## src/rtl/reg_dump_ctrl.sv

```systemverilog
// reg_dump_ctrl: walks the register file from index 0 to NREGS-1. Each
// register is captured as a 32-bit word and sent to the debug transmitter
// one byte at a time, least significant byte first, with valid/ready
// handshaking. o_busy asks the pipeline to stall while a dump is running.
// o_done pulses for one cycle when the last byte has been accepted.
module reg_dump_ctrl #(
  parameter int NREGS = 32,
  parameter int BPW   = 4
) (
  input  logic        i_clk,
  input  logic        i_rst,
  input  logic        i_start,
  output logic [4:0]  o_rd_sel,
  input  logic [31:0] i_rd_data,
  output logic [7:0]  o_tx_data,
  output logic        o_tx_valid,
  input  logic        i_tx_ready,
  output logic        o_busy,
  output logic        o_done
);

  localparam int BCW = (BPW > 32'd1) ? $clog2(BPW) : 1;
  localparam logic [4:0]     LAST_IDX  = 5'(NREGS - 32'd1);
  localparam logic [BCW-1:0] LAST_BYTE = BCW'(BPW - 32'd1);
  localparam logic [BCW-1:0] BYTE_ONE  = BCW'(32'd1);

  typedef enum logic [1:0] {
    ST_IDLE = 2'd0,
    ST_LOAD = 2'd1,
    ST_SEND = 2'd2,
    ST_DONE = 2'd3
  } state_t;

  state_t         state_r;
  logic [4:0]     index_r;
  logic [BCW-1:0] byte_cnt_r;
  logic [31:0]    word_r;
  logic [7:0]     tx_data_r;
  logic           tx_valid_r;
  logic           busy_r;
  logic           done_r;

  // Select byte n of a word, byte 0 being the least significant.
  function automatic logic [7:0] byte_of(input logic [31:0] w, input logic [BCW-1:0] n);
    logic [31:0] sh;
    sh = w >> {n, 3'b000};
    return sh[7:0];
  endfunction

  // The read select is the index register itself, so it is registered by construction.
  assign o_rd_sel   = index_r;
  assign o_tx_data  = tx_data_r;
  assign o_tx_valid = tx_valid_r;
  assign o_busy     = busy_r;
  assign o_done     = done_r;

  // Dump sequencer: state, counters, snapshot word and all registered outputs.
  always_ff @(posedge i_clk) begin
    if (!i_rst) begin
      state_r    <= ST_IDLE;
      index_r    <= 5'd0;
      byte_cnt_r <= '0;
      word_r     <= 32'd0;
      tx_data_r  <= 8'd0;
      tx_valid_r <= 1'b0;
      busy_r     <= 1'b0;
      done_r     <= 1'b0;
    end else begin
      case (state_r)
        ST_IDLE: begin
          tx_valid_r <= 1'b0;
          done_r     <= 1'b0;
          if (i_start) begin
            index_r <= 5'd0;
            busy_r  <= 1'b1;
            state_r <= ST_LOAD;
          end else begin
            busy_r  <= 1'b0;
            state_r <= ST_IDLE;
          end
        end
        ST_LOAD: begin
          // Snapshot the word so later register-file changes cannot leak into the stream.
          word_r     <= i_rd_data;
          byte_cnt_r <= '0;
          tx_data_r  <= i_rd_data[7:0];
          tx_valid_r <= 1'b1;
          state_r    <= ST_SEND;
        end
        ST_SEND: begin
          if (i_tx_ready) begin
            if (byte_cnt_r != LAST_BYTE) begin
              byte_cnt_r <= byte_cnt_r + BYTE_ONE;
              tx_data_r  <= byte_of(word_r, byte_cnt_r + BYTE_ONE);
              state_r    <= ST_SEND;
            end else begin
              tx_valid_r <= 1'b0;
              if (index_r == LAST_IDX) begin
                done_r  <= 1'b1;
                state_r <= ST_DONE;
              end else begin
                index_r <= index_r + 5'd1;
                state_r <= ST_LOAD;
              end
            end
          end else begin
            // Transmitter stalled: data, byte count and index all hold.
            state_r <= ST_SEND;
          end
        end
        ST_DONE: begin
          done_r     <= 1'b0;
          busy_r     <= 1'b0;
          tx_valid_r <= 1'b0;
          index_r    <= 5'd0;
          state_r    <= ST_IDLE;
        end
        default: begin
          state_r    <= ST_IDLE;
          index_r    <= 5'd0;
          byte_cnt_r <= '0;
          tx_valid_r <= 1'b0;
          busy_r     <= 1'b0;
          done_r     <= 1'b0;
        end
      endcase
    end
  end

endmodule

```

## config.mk

```make
export PLATFORM = sky130hd
export DESIGN_NAME = reg_dump_ctrl
export DESIGN_NICKNAME = d
export VERILOG_FILES = /design/src/rtl/reg_dump_ctrl.sv
export SDC_FILE = /design/constraint.sdc
export NUM_CORES = 1
export LEC_CHECK = 0
export ABC_AREA = 1
export BUFFER_PORTS_ARGS = -buffer_cell sky130_fd_sc_hd__buf_2
export CAP_MARGIN = 30
export CELL_PAD_IN_SITES_DETAIL_PLACEMENT = 0
export CELL_PAD_IN_SITES_GLOBAL_PLACEMENT = 2
export CORE_AREA = 4 4 133 71
export DETAILED_ROUTE_END_ITERATION = 10
export DIE_AREA = 0 0 137 75
export PLACE_DENSITY = 0.76
export SLEW_MARGIN = 20
export SYNTH_ARGS = -nofsm -noshare
export SYNTH_HDL_FRONTEND = slang
export SYNTH_SLANG_ARGS = --single-unit
export TNS_END_PERCENT = 10
```

## constraint.sdc

```tcl
create_clock -name i_clk -period 1.5 [get_ports i_clk]
set_input_delay 0.3 -clock i_clk [delete_from_list [all_inputs] [get_ports i_clk]]
set_output_delay 0.3 -clock i_clk [all_outputs]
set_load 0.005 [all_outputs]
```

### After elaboration in Yosys (flattened, before gate mapping)

Cells that the tools add are included.

| storage, ports and cells | value |
|---|---|
| logic and storage cells | 57 |
| output and inout bits | 16 |
| bits in registers | 52 |
| bits of input ports | 36 |

| cells by class | value |
|---|---|
| shift operators | 1 |
| equal/unequal tests | 11 |
| $add $sub $neg | 2 |
| reduce and logical (&&, ||, !) cells | 10 |
| mux-type cells | 25 |

Operator list:

| cell | count |
|---|---|
| $shr A32 B5 Y8 | 1 |
| $mux W5 | 4 |
| $mux W8 | 2 |
| $pmux W8 S2 | 1 |
| $pmux W5 S3 | 1 |
| $ne A2 B2 Y1 const B | 7 |
| $mux W2 | 5 |
| $pmux W2 S4 | 1 |
| $mux W1 | 7 |
| $reduce_bool A2 Y1 | 3 |
| $add A5 B1 Y5 const B | 1 |
| $eq A5 B5 Y1 const B | 1 |
| $reduce_and A5 Y1 | 1 |
| $eq A2 B2 Y1 const B | 2 |
| $pmux W1 S2 | 2 |
| $pmux W2 S2 | 1 |
| $reduce_and A4 Y1 | 1 |
| $pmux W1 S3 | 1 |
| $reduce_and A3 Y1 | 1 |
| $reduce_bool A3 Y1 | 1 |
| $add A2 B1 Y2 const B | 1 |
| $eq A2 B1 Y1 const B | 1 |
| $logic_not A2 Y1 | 1 |
| $reduce_and A2 Y1 | 1 |
| $reduce_or A2 Y1 | 1 |

### Logic depth before layout (Yosys ltp)

Gate-level depths: netlist of run 1.

| logic depth | value |
|---|---|
| depth after elaboration | 5 |
| mapped depth | 11 |
| mapped depth without buffers | 11 |

### Worst setup path after synthesis of run 1

OpenSTA, ideal clock, no wires.

| timing | value |
|---|---|
| path type | reg2reg |
| start point | reg index_r[0] (netlist: o_rd_sel[0]) |
| end point | reg index_r[0] (netlist: o_rd_sel[0]) |
| clock period less this slack | 1.373 ns |
| data arrival time | 1.259 ns |
| required time | 1.387 ns |
| library setup time | 0.113 ns |
| buffers on the path | 0 |
| path slack | 0.127 ns |
| cell stages (with the launch flop) | 10 |
| cells stage by stage | dfxtp_1 ha_1 inv_1 nor3_1 ha_1 nand2_1 nand2_2 nor2_4 o21a_1 nor2_1 |

| between the ends | value |
|---|---|
| longest elaborated chain between the ends | 5 |
| elaborated cells between the ends (all ways) | 8 |
| those cells by class | add/sub: 1; eq/ne: 2; mux: 4; reduce/logical: 1 |

Ends and longest elaborated chain:

| item | line | source |
|---|---|---|
| start: declaration | 35 | `logic [4:0] index_r;` |
| start signal: assignment | 102 | `index_r <= index_r + 5'd1;` |
| $add A5 B1 Y5 | 102 |  |
| $mux W5 | 98 | `if (index_r == LAST_IDX) begin` |
| $mux W5 | 92 | `if (byte_cnt_r != LAST_BYTE) begin` |
| $mux W5 | 91 | `if (i_tx_ready) begin` |
| $pmux W5 S3 | 69 | `case (state_r)` |

Parallel ways exist; a longest one is shown, timed or not. The select of a mux whose other input is x is not followed.
A chain may end at the register's enable or synchronous reset.

### Worst setup path in the final report of run 1

Same ends and word-level chain as after synthesis.

==> results of run 1 <==
==> through the flow <==
step	setup WS, ns	total power [mW]	cells	util	setup TNS [ns]
2_1_floorplan	0.1274	1.892	337	-	0
4_1_cts	0.02314	3.483	509	0.3594	0
3_3_place_gp	0.05060	2.117	501	0.3388	0
6_report	0.1029	3.472	510	0.3699	0
5_1_grt	-0.0004001	3.659	510	0.3699	-0.0004001
3_5_place_dp	0.02730	2.120	501	0.3388	0
==> per-layer routing <==
layer	vias to the layer above	track usage	wire, µm	part of all wire
li1	1216	-	-	-
met1	998	0.2451	4341	0.59
met2	51	0.1910	2625	0.36
met3	7	0.03672	379	0.051
met4	0	0.02323	41	0.0056
met5	-	0	0	0
==> area by class of cell <==
class,count,area [µm²],share of cell area
clock buffer,5,125.1,0.04023
tap,117,146.4,0.04706
sequential,52,1046,0.3363
multi-input combinational,248,1264,0.4063
timing repair buffer,67,411.6,0.1323
clock inverter,3,47.55,0.01529
inverter,18,70.07,0.02253
==> cells in the final DEF (no fill, tap or decap), types with 4 or more instances in the layout <==
cell and count:
a21oi_1 16, nand2_2 4, clkbuf_16 5, nand2_1 48, nor2_1 78, o21ai_0 43
dfxtp_2 4, nand3_1 29, inv_2 5, ha_1 5, a22oi_1 8, buf_2 51
buf_4 12, inv_1 12, dfxtp_1 48
==> final timing paths <==
check	cells after the start	endpoint	slack, ns
worst max-delay path	9	o_rd_sel[0]	0.10
worst min-delay path	3	word_r[18]	0.22
worst max register to register	9	o_rd_sel[0]	0.10
worst min register to register	2	o_busy	0.46
==> state kept, by name (all words and copies together), names as in the netlist <==
name and flops:
word_r 32, o_busy 1, state_r 2, o_tx_data 8
o_rd_sel 5, o_done 1, byte_cnt_r 2, o_tx_valid 1
==> kinds of logic (layout without fill, tap and decap cells) <==
logic type	Yosys count	after routing	synth area share
buffers and inverters	37	93	0.07541
and+or+nand+nor	167	167	0.2893
AOI/OAI and AO/OA	72	72	0.1591
adders and majority gates	9	9	0.04649
DFF	52	52	0.4298
==> where the power goes <==
part	leakage, nW	switching [mW]	internal [mW]
clock	0.0840	0.564	0.795
combinational	0.877	0.326	0.231
sequential	0.428	0.0623	1.49
==> repair_timing <==
item,4_1_cts,5_1_grt
resized for setup,0,24
buffers inserted,0,1
endpoints found under the hold margin,0,0
setup endpoints to repair,0,47
==> critical path: stages (launching register included) <==
cell and delay (ns):
dfxtp_2 0.34, ha_4 0.16, inv_2 0.05, nor3_2 0.03, ha_2 0.20, nand2_2 0.08, nand2_4 0.06, nor2_4 0.19
o21a_1 0.15, nor2_1 0.04
==> out/results.tsv, run 1 <==
stage	metric	value	unit
floorplan	Core ar.	8408	µm²
grt	Total GRT Usage	0.1490	
detailed_routing	drt pass-1 iters	4	
synthesis	cell with the most instances after synthesis	nor2_1	
synthesis	post-synthesis instance total	337	
synthesis	Synth Flop Type	dfxtp_1	
clock_tree	# clock sinks	52	
placed_design	Port Buffers	51	
sta	# setup viols final	0	
clock_tree	Root Driver	clkbuf_16	
synthesis	Cell Area, Synth	2422	µm²
synthesis	synth unique cells	26	
floorplan	Die Width	137	µm
detailed_routing	routed vias/inst	4.455	
synthesis	Net Count, Synth	382	
synthesis	Synth async-reset ratio	0	
worst_hold_path	worst hold path startpoint	i_rd_data[18]	
grt	gr ovfl total	0	
placed_design	Final GP Congestion	0.7866	
synthesis	Seq/Total Area, Yosys	0.4298	
clock_tree	Max Buffers Root-to-Sink	2	
power_and_ir_drop	Pwr Density	1116	nW/µm²
grt	vias in the first global route	2105	
sta	crit path time final	1.397	ns
placed_design	dpl hpwl	5164	µm
synthesis	synth warn	0	
sta	final hold slack	0.2210	ns
clock_tree	Clock H-tree levels	2	
critical_path	Startpoint Class	flop	
detailed_routing	DRC viols	0	
detailed_routing	wire per inst	14.48	µm
floorplan	initial core utilization	0.2881	
floorplan	io pins	52	
layout	Antenna Cells	0	
detailed_routing	antenna viol nets, final	0	
layout	Filler Cell Count	906	
critical_path	Worst Path Class, Setup	reg -> reg	
layout	Final Net Count	437	
critical_path	Worst EP required	1.70	ns
synthesis	number of synthesized register bits	52	
grt	initial antenna violation count	0	
critical_path	Worst Setup SP	o_rd_sel[0]	
clock_tree	CTS buffer count	5	
layout	area grow syn2layout	28.41	%
synthesis	Syn Area/Cell	7.188	µm²
sta	final number of max-transition violations	0	
critical_path	critical path peak fanout	7	
critical_path	r2r startpoint	o_rd_sel[0]	
critical_path	CP Capture Type	flop	
sta	period utilisation layout	0.9314	
sta	Slew headroom	0.7917	
run	max-cap violation count	0	
sta	Final Skew	0.005033	ns
layout	fraction of layout instances using a drive strength above 1	0.2545	
detailed_routing	via count	2272	
sta	unrepaired setup endpoints after global routing	yes	
grt	pin count of the biggest net entering global routing	38	
clock_tree	clk_lat worst skew	0.30	ns
layout	fin area	3110	µm²
critical_path	critical path arrival	1.59	ns
floorplan	die area	10280	µm²
power_and_ir_drop	Max VDD drop	0.4449	mV
clock_tree	TritonCTS clock tree	built	
placed_design	Placed Area	2849	µm²
detailed_routing	drt initial violations	114	
clock_tree	hold buffer count at cts	0	
sta	worst slew pin tran	0.3121	ns
floorplan	die height	75	µm
sta	fmax	0.7158	GHz
sta	Final Hold Viols	0	
floorplan	Rows	24	
clock_tree	clock-pin transition on the worst setup and hold timing paths	0.07	ns
grt	first-pass GRT wire length	11700	µm
detailed_routing	Post-Route WL	7387	µm
status	run status	finished clean	
power_and_ir_drop	Leakage	1.389	nW
synthesis	Yosys top cell by area	dfxtp_1	
synthesis	post-synth top area share	0.4298	
synthesis	Post-synth top cells	nor2_1, dfxtp_1, nand2_1	
worst_hold_path	HP Class	in -> reg	
synthesis	top post-synthesis cells by area	dfxtp_1, nor2_1, o21ai_0, nand2_1, nand3_1	
synthesis	Post-synth EDFFs	0	
(Power assumes the default switching activity.)
==> run 2, diff against run 1 <==
- ABC_AREA: 1 -> default
- CORE_AREA: 4 4 133 71 -> 4 4 127 68
- DIE_AREA: 0 0 137 75 -> 0 0 131 72
- PLACE_DENSITY: 0.76 -> 0.75
- REMOVE_ABC_BUFFERS: default -> 1
==> run 2 against run 1 <==
  * The flow now finishes with violations (negative setup slack)
  * Cell count decreased by 18%
  * Total power decreased by 8.0%
  * Sequential power is 4% lower
  * Count of clock-buffer cells in the layout rose by 1
  * Sequential cell count did not move
  * Combinational power down 25%
  * Clock power fell by 5%
  * Design area up 4.1%
  * Critical path depth fell by 3
==> out/results.tsv, run 2 <==
stage	metric	value	unit	change
floorplan	Rows	23		-4.2%
grt	gr ovfl total	0		unchanged
detailed_routing	wire per inst	14.95	µm	+3.2%
power_and_ir_drop	Flop pwr share	0.466		+0.018
floorplan	Core ar.	7684	µm²	-8.6%
synthesis	Post-synth EDFFs	0		unchanged
critical_path	r2r startpoint	o_rd_sel[0]		
critical_path	Worst EP required	1.71	ns	about the same
sta	period utilisation layout	1.115		+0.1835
layout	fraction of layout instances using a drive strength above 1	0.4013		+0.1468
critical_path	CP Capture Type	flop		
synthesis	top post-synthesis cells by area	dfxtp_1, mux2i_1, mux2_2, nor2_1, ha_1		
power_and_ir_drop	Pwr Density	986.1	nW/µm²	-12%
layout	Final Net Count	363		-17%
sta	crit path time final	1.672	ns	+0.2752 ns
layout	max reg flops	32		unchanged
sta	final number of max-transition violations	0		unchanged
run	max-cap violation count	0		unchanged
layout	final core occ	0.4214		+0.05149
synthesis	post-synthesis instance total	246		-27%
layout	largest reg by FF count	word_r		
detailed_routing	Post-Route WL	6263	µm	-15%
clock_tree	CTS buffer count	5		unchanged
sta	# setup viols final	5		+5
floorplan	io pins	52		unchanged
layout	area grow syn2layout	33.75	%	
synthesis	fraction of the mapped netlist area in simple logic gates	0.1514		-0.1378
synthesis	Cell Area, Synth	2421	µm²	about the same
clock_tree	clock-pin transition on the worst setup and hold timing paths	0.07	ns	about the same
power_and_ir_drop	clock group share of total power	0.404		+0.013
clock_tree	Root Driver	clkbuf_16		
layout	most common cell after layout, fill and taps aside	buf_2		
critical_path	critical path peak fanout	2		-5
critical_path	Worst Setup SP	o_rd_sel[0]		
synthesis	largest family of logic cells by synthesized area	multiplexers		
power_and_ir_drop	Cell Int Power	2.446	mW	-3.0%
sta	Slew headroom	0.7405		-0.05118
sta	Final Hold Viols	0		unchanged
clock_tree	Max Buffers Root-to-Sink	2		unchanged
layout	leading cell types in the layout, fill and taps excluded	buf_2, dfxtp_1, nor2_1		
detailed_routing	drt initial violations	135		+18%
synthesis	Syn Area/Cell	9.842	µm²	+37%
sta	worst slew pin tran	0.3874	ns	+0.07536 ns
placed_design	Final GP Congestion	0.7963		+1.2%
synthesis	synth unique cells	38		+46%
synthesis	Post-synth top cells	dfxtp_1, nor2_1, mux2i_1		
synthesis	complex-gate fraction of the synthesized area	0.1168		-0.04230
clock_tree	clk_lat worst skew	0.29	ns	about the same
critical_path	Worst Path Class, Setup	reg -> reg		
detailed_routing	via count	2006		-12%
placed_design	Port Buffers	51		unchanged
power_and_ir_drop	Net Sw Power	747.5	µW	-21%
synthesis	post-synth top area share	0.4300		about the same
layout	Filler Cell Count	764		-16%
synthesis	Seq/Total Area, Yosys	0.4300		about the same
synthesis	cell with the most instances after synthesis	dfxtp_1		
sta	final hold slack	0.2408	ns	+0.01976 ns
synthesis	Yosys top cell by area	dfxtp_1		
synthesis	Synth async-reset ratio	0		unchanged
critical_path	Startpoint Class	flop		
status	violated checks	negative setup slack		
worst_hold_path	worst hold path startpoint	i_rd_data[28]		
synthesis	post-synthesis mux area share	0.2109		+0.2109
floorplan	die height	72	µm	-4.0%
clock_tree	hold buffer count at cts	0		unchanged
sta	slack of the critical path	-0.1723	ns	-0.2752 ns
clock_tree	Clock H-tree levels	2		unchanged
power_and_ir_drop	Leakage	1.362	nW	-2.0%
synthesis	xor/xnor share of the synthesized area	0		unchanged
detailed_routing	DRC viols	0		unchanged
placed_design	Setup WS pre-CTS	-0.4206	ns	-0.4479 ns
placed_design	Placed Area	2969	µm²	+4.2%
detailed_routing	antenna viol nets, final	0		unchanged
sta	Final Skew	0.002047	ns	-0.002986 ns
sta	total negative setup slack	-0.4930	ns	-0.4930 ns
critical_path	critical path arrival	1.89	ns	+0.30 ns
power_and_ir_drop	Max VDD drop	0.4383	mV	-1.5%
grt	pin count of the biggest net entering global routing	24		-37%
grt	initial antenna violation count	0		unchanged
layout	fin area	3238	µm²	+4.1%
power_and_ir_drop	combinational cell fraction of total power	0.130		-0.030
synthesis	number of synthesized register bits	52		unchanged
synthesis	synth warn	0		unchanged
synthesis	Synth Flop Type	dfxtp_1		
sta	unrepaired setup endpoints after global routing	yes		
clock_tree	Post-CTS Setup Bufs	0		unchanged
floorplan	initial core utilization	0.3151		+0.02700
clock_tree	# clock sinks	52		unchanged
critical_path	r2r setup slk	-0.17	ns	-0.28 ns
detailed_routing	routed vias/inst	4.788		+7.5%
power_and_ir_drop	switching part of the total	0.2341		-0.04005
grt	vias in the first global route	1926		-8.5%
detailed_routing	drt pass-1 iters	5		+1
layout	Antenna Cells	0		unchanged
clock_tree	TritonCTS clock tree	built		
status	run status	complete, but fails checks		
grt	first-pass GRT wire length	10190	µm	-13%
floorplan	Die Width	131	µm	-4.4%
grt	Total GRT Usage	0.1383		-0.01071
worst_hold_path	HP Class	in -> reg		
placed_design	dpl hpwl	4579	µm	-11%
sta	fmax	0.5980	GHz	-16%
floorplan	die area	9432	µm²	-8.2%
synthesis	Post-Synth Adder-Cell Area	0.04651		about the same
-- run 2: cell count changes in the layout (fill, tap and decap cells not counted), moves of 12 or more --
cell / previous run / this run
inv_1: 12 / 0
o21ai_0: 43 / 1
mux2_2: 0 / 16
mux2i_1: 0 / 33
nand2_1: 48 / 9
buf_4: 12 / 26
nor2_1: 78 / 35
nand3_1: 29 / 8
-- run 2: final timing paths --
kind | to | cells after the start
worst min-delay path | word_r[28] | 3
worst max register to register | o_rd_sel[4] | 6
worst min register to register | byte_cnt_r[1] | 2
worst max-delay path | o_rd_sel[4] | 6
-- run 2: routing by layer --
metal	GRT usage	vias to the layer above	wire length [µm]
met5	0	-	0
met4	0.03763	0	55
li1	-	1040	-
met3	0.04779	7	510
met2	0.1669	59	2219
met1	0.2222	900	3478
-- run 2: repair_timing --
action	in CTS	in global routing
resized for setup	19	10
setup endpoints to repair	14	34
pin swaps	10	10
cloned	0	0
-- run 2: through the flow --
stage	instances	total power, mW
finish	419	3.193
global route	419	3.344
CTS	419	3.237
detailed placement	411	1.922
global placement	411	1.919
floorplan	229	1.728
-- run 2: power by group through the flow --
stage | clock, mW | sequential [mW] | combinational, mW
2_1_floorplan | 0 | 1.51 | 0.217
3_3_place_gp | 0 | 1.52 | 0.403
3_5_place_dp | 0 | 1.52 | 0.405
4_1_cts | 1.34 | 1.49 | 0.411
5_1_grt | 1.39 | 1.50 | 0.462
6_report | 1.29 | 1.49 | 0.416
-- run 2: critical path: stages, from the launching register on --
cell and delay [ns]:
dfxtp_2 0.34, ha_4 0.16, and3_4 0.15, ha_4 0.25, nand2_1 0.04, or4_1 0.49
o22ai_1 0.17
-- run 2: cells by family (layout without fill, tap and decap cells) --
| logic type | count (synthesis) | in the layout |
|---|---|---|
| and+or+nand+nor | 75 | 75 |
| muxes | 49 | 49 |
| adders and majority gates | 9 | 9 |
| buffers and inverters | 21 | 94 |
| AOI/OAI and AO/OA | 40 | 40 |
| DFF | 52 | 52 |
-- run 2: layout make-up --
| class | instances | area, µm² | share of cell area |
|---|---|---|---|
| multi-input cells | 173 | 1364 | 0.4212 |
| flip-flops and latches | 52 | 1046 | 0.3230 |
| repair buffers | 82 | 524.3 | 0.1619 |
| clock buffers | 6 | 128.9 | 0.03980 |
| well taps | 100 | 125.1 | 0.03864 |
| clock inverters | 2 | 35.03 | 0.01082 |
| inverters | 4 | 15.01 | 0.004637 |
